$ cat src/rtl/common_dfffifo_1w1r.sv
// First-word-fall-through FIFO on a flop-based 1W/1R RAM.
// Pointers carry one extra wrap bit so full and empty are distinguishable without a counter.

module common_dffram_1w1r #(
  parameter int DATA_WIDTH = 8,
  parameter int ADDR_WIDTH = 2
) (
  input  logic                  clk,
  input  logic [ADDR_WIDTH-1:0] addra,
  input  logic                  ena,
  input  logic [DATA_WIDTH-1:0] wea,
  input  logic [DATA_WIDTH-1:0] dina,
  input  logic [ADDR_WIDTH-1:0] addrb,
  output logic [DATA_WIDTH-1:0] doutb
);
  localparam int DEPTH = 1 << ADDR_WIDTH;

  logic [DATA_WIDTH-1:0] mem [DEPTH];

  // Contents are deliberately left unreset; only the FIFO pointers qualify them.
  always_ff @(posedge clk) begin
    if (ena) mem[addra] <= (mem[addra] & ~wea) | (dina & wea);
  end

  assign doutb = mem[addrb];
endmodule

module common_dfffifo_1w1r #(
  parameter int FIFO_DATA_WIDTH = 8,
  parameter int FIFO_ADDR_WIDTH = 2
) (
  input  logic                       clk,
  input  logic                       reset,
  input  logic                       flush,
  input  logic                       push_valid,
  output logic                       push_ready,
  input  logic [FIFO_DATA_WIDTH-1:0] push_data,
  output logic                       pop_valid,
  input  logic                       pop_ready,
  output logic [FIFO_DATA_WIDTH-1:0] pop_data,
  output logic [FIFO_ADDR_WIDTH:0]   count,
  output logic                       full,
  output logic                       empty
);
  localparam int AW = FIFO_ADDR_WIDTH;

  logic [AW:0] wr_ptr, rd_ptr;
  logic        push_fire, pop_fire;

  assign empty      = (wr_ptr == rd_ptr);
  assign full       = (wr_ptr[AW-1:0] == rd_ptr[AW-1:0]) && (wr_ptr[AW] != rd_ptr[AW]);
  assign count      = wr_ptr - rd_ptr;
  assign push_ready = !full;
  assign pop_valid  = !empty;
  assign push_fire  = push_valid && push_ready && !flush;
  assign pop_fire   = pop_valid && pop_ready && !flush;

  always_ff @(posedge clk or negedge reset) begin
    if (!reset) begin
      wr_ptr <= '0;
      rd_ptr <= '0;
    end else if (flush) begin
      rd_ptr <= wr_ptr;
    end else begin
      if (push_fire) wr_ptr <= wr_ptr + (AW+1)'(1);
      if (pop_fire)  rd_ptr <= rd_ptr + (AW+1)'(1);
    end
  end

  common_dffram_1w1r #(
    .DATA_WIDTH (FIFO_DATA_WIDTH),
    .ADDR_WIDTH (FIFO_ADDR_WIDTH)
  ) u_ram (
    .clk   (clk),
    .addra (wr_ptr[AW-1:0]),
    .ena   (push_fire),
    .wea   ({FIFO_DATA_WIDTH{1'b1}}),
    .dina  (push_data),
    .addrb (rd_ptr[AW-1:0]),
    .doutb (pop_data)
  );
endmodule
$ cat config.mk
export PLATFORM = sky130hd
export DESIGN_NAME = common_dfffifo_1w1r
export DESIGN_NICKNAME = d
export VERILOG_FILES = /design/src/rtl/common_dfffifo_1w1r.sv
export SDC_FILE = /design/constraint.sdc
export NUM_CORES = 1
export LEC_CHECK = 0
export ABC_AREA = 0
export CAP_MARGIN = 20
export CORE_MARGIN = 2
export CORE_UTILIZATION = 59
export DETAILED_ROUTE_END_ITERATION = 10
export PLACE_DENSITY_LB_ADDON = 0.05
export REMOVE_ABC_BUFFERS = 1
export SYNTH_ARGS = -nofsm -noshare
export SYNTH_HDL_FRONTEND = slang
export SYNTH_HIERARCHICAL = 1
export SYNTH_SLANG_ARGS = --single-unit
$ cat constraint.sdc
create_clock -name clk -period 4.88 [get_ports clk]
set_input_delay 0.976 -clock clk [delete_from_list [all_inputs] [get_ports clk]]
set_output_delay 0.976 -clock clk [all_outputs]
set_load 0.1 [all_outputs]
==> results.json <==
{
  "wl_per_cell_um": 16.8,
  "drc": 0,
  "cts-resized-gates": 0,
  "portBuffers": 27,
  "drtIter0Drc": 83,
  "gr-total-overflow": 0,
  "crit_path_end_kind": "output pin",
  "synthCells": 153,
  "met1_usage_pct": 26.8,
  "place_area_um2": 2450,
  "synth_top_family_by_area": "compound AO/OA/AOI/OAI gates",
  "layout-drive-gt1-share_pct": 21.4,
  "grt_pass1_wl_um": 6760,
  "final_cell_mix": "32 x edfxtp_1, 21 x clkdlybuf4s50_1, 17 x inv_1",
  "yosys.area_share.xor_xnor_pct": 2.39,
  "use_met2_pct": 39.8,
  "final_nets": 214,
  "hpwl_um": 2890,
  "grt_util_met3_pct": 4.93,
  "rsz0062_at_grt": "false",
  "core-area_um2": 3420,
  "ys_ff_latch": 38,
  "tritoncts.num_buffers": 5,
  "cp_top_family": "buffers and inverters",
  "antenna_found_initial": 0,
  "slowest_stage": "clkdlybuf4s50_1",
  "path_max_fanout": 24,
  "fin_skew_ps": 10.6,
  "drt_wl_total_um": 4070,
  "clock_sinks": 38,
  "cap_violations": 0,
  "die_h_um": 64.3,
  "whs_ps": 621,
  "min_period_over_period_pct": 81.3,
  "synth_edf_count": 32,
  "setup_violations": 0,
  "vias_per_cell": 5.70,
  "synth_area_um2": 2140,
  "async_reset_ff_share_pct": 15.8,
  "drtAntennaViolNets": 0,
  "cts_tree": "done",
  "n_antenna_cell": 0,
  "status": "finished, final reports clean",
  "synth-compound-area-share_pct": 13.1,
  "dieArea_um2": 4130,
  "synthAdderAreaFrac_pct": 3.27,
  "syn2layout_area_growth_pct": 16.6,
  "path_buf_inv": 3,
  "seq_area_frac_synth_pct": 51.8,
  "grt_util_all_layers_pct": 22.3,
  "synthFlopType": "edfxtp_1",
  "crit_chain": "inv_1, ha_1, inv_1, clkdlybuf4s50_1",
  "worst_pin_slew_ps": 980,
  "cts.clk_slew.worst_paths_ps": 100,
  "start_util_pct": 62.7,
  "synth.area.mux_share_pct": 12.8,
  "worst_skew_pair.late_latency_ps": 330,
  "path_common_cell": "inv_1",
  "crit_arrival_ps": 2990,
  "max-slew-margin-rel_pct": 34.5,
  "hold_violations": 0,
  "vias": 1380,
  "final_common_cell": "edfxtp_1",
  "gp_routability_congestion": 0.750,
  "worstSetupStartpointType": "flip-flop",
  "fmax_mhz": 252,
  "cts_setup_buffers": 0,
  "period_needed_ps": 3970,
  "grt_max_degree": 33,
  "hp-class": "reg -> reg",
  "clockBufferDepth": 2,
  "drt-pass1-iter-count": 4,
  "yosys_warnings": 6,
  "slew_violations": 0,
  "num_rows": 21,
  "die_w_um": 64.3,
  "required_ps": 3900,
  "slowest_delay_ps": 1120,
  "fin_tns_setup_ps": 0,
  "grt_pass1_vias": 1445,
  "yosys.cell_types.count": 40,
  "ios": 28,
  "final_area_um2": 2500,
  "worst-setup-path-type": "reg -> out",
  "root_buffer": "clkbuf_4",
  "postCtsHoldBufs": 0,
  "syn_area_per_cell_um2": 14.0,
  "yosys.area_share.simple_pct": 9.81,
  "htreeDepth": 2,
  "grt_busiest_layer": "met2"
}
[state kept, by name, indices dropped and copies added (netlist names)]
| signal | count |
|---|---|
| rd_ptr | 3 |
| u_ram/mem | 32 |
| wr_ptr | 3 |
[cell usage after synthesis, types with 3 or more instances]
library cell | count | share of area, %
mux2i_1 | 8 | 3.7
inv_1 | 17 | 3.0
nor2b_1 | 3 | 0.88
nor2_1 | 12 | 2.1
and2b_4 | 6 | 2.8
edfxtp_1 | 32 | 45
mux4_2 | 8 | 8.4
a311oi_1 | 8 | 3.3
xnor2_1 | 3 | 1.2
ha_1 | 4 | 2.3
nand2_1 | 6 | 1.1
a2111oi_2 | 8 | 5.6
dfrtp_1 | 6 | 7.0
[layout make-up]
class	instances	area, um2
timing repair buffer	29	270
clock inverter	2	10.0
inverter	17	63.8
tap	46	57.6
fill	242	917
clock buffer	5	37.5
multi-input combinational	105	948
sequential	38	1110
[stage by stage]
stage	instances	util [%]	setup WS, ps
after CTS	242	73.2	903
after floorplan	160	-	306
final	242	73.2	914
after global placement	235	71.8	1350
after detailed placement	235	71.8	1270
after global routing	242	73.2	822
[kinds of logic after synthesis]
logic type,after synthesis
DFF,38
other,1
adders and majority gates,5
AOI/OAI and AO/OA,26
xor gates and xnor gates,5
muxes,17
and+or+nand+nor,36
buffers and inverters,25
[metal layers]
layer | vias to the layer above | wire length (um)
li1 | 650 | -
met1 | 685 | 1670
met2 | 35 | 2160
met3 | 10 | 156
met4 | 0 | 82
met5 | - | 0
[final timing paths]
kind                                       startpoint                         to  slack, ps  depth (start not counted)
worst max-delay path            wr_ptr[0]$_DFFE_PN0P_                   count[0]        910                          4
worst min-delay path            wr_ptr[2]$_DFFE_PN0P_      wr_ptr[2]$_DFFE_PN0P_        620                          1
worst max register to register  wr_ptr[0]$_DFFE_PN0P_  u_ram/mem[0][6]$_DFFE_PP_       1730                          7
worst min register to register  wr_ptr[2]$_DFFE_PN0P_      wr_ptr[2]$_DFFE_PN0P_        620                          1
max in group asynchronous                       reset      rd_ptr[1]$_DFFE_PN0P_       3800                          1
min in group asynchronous                       reset      rd_ptr[2]$_DFFE_PN0P_        870                          1
Power is left out: the tool's default activity adds up to more than one toggle a clock period on the data nets, which glitch-free logic cannot reach.
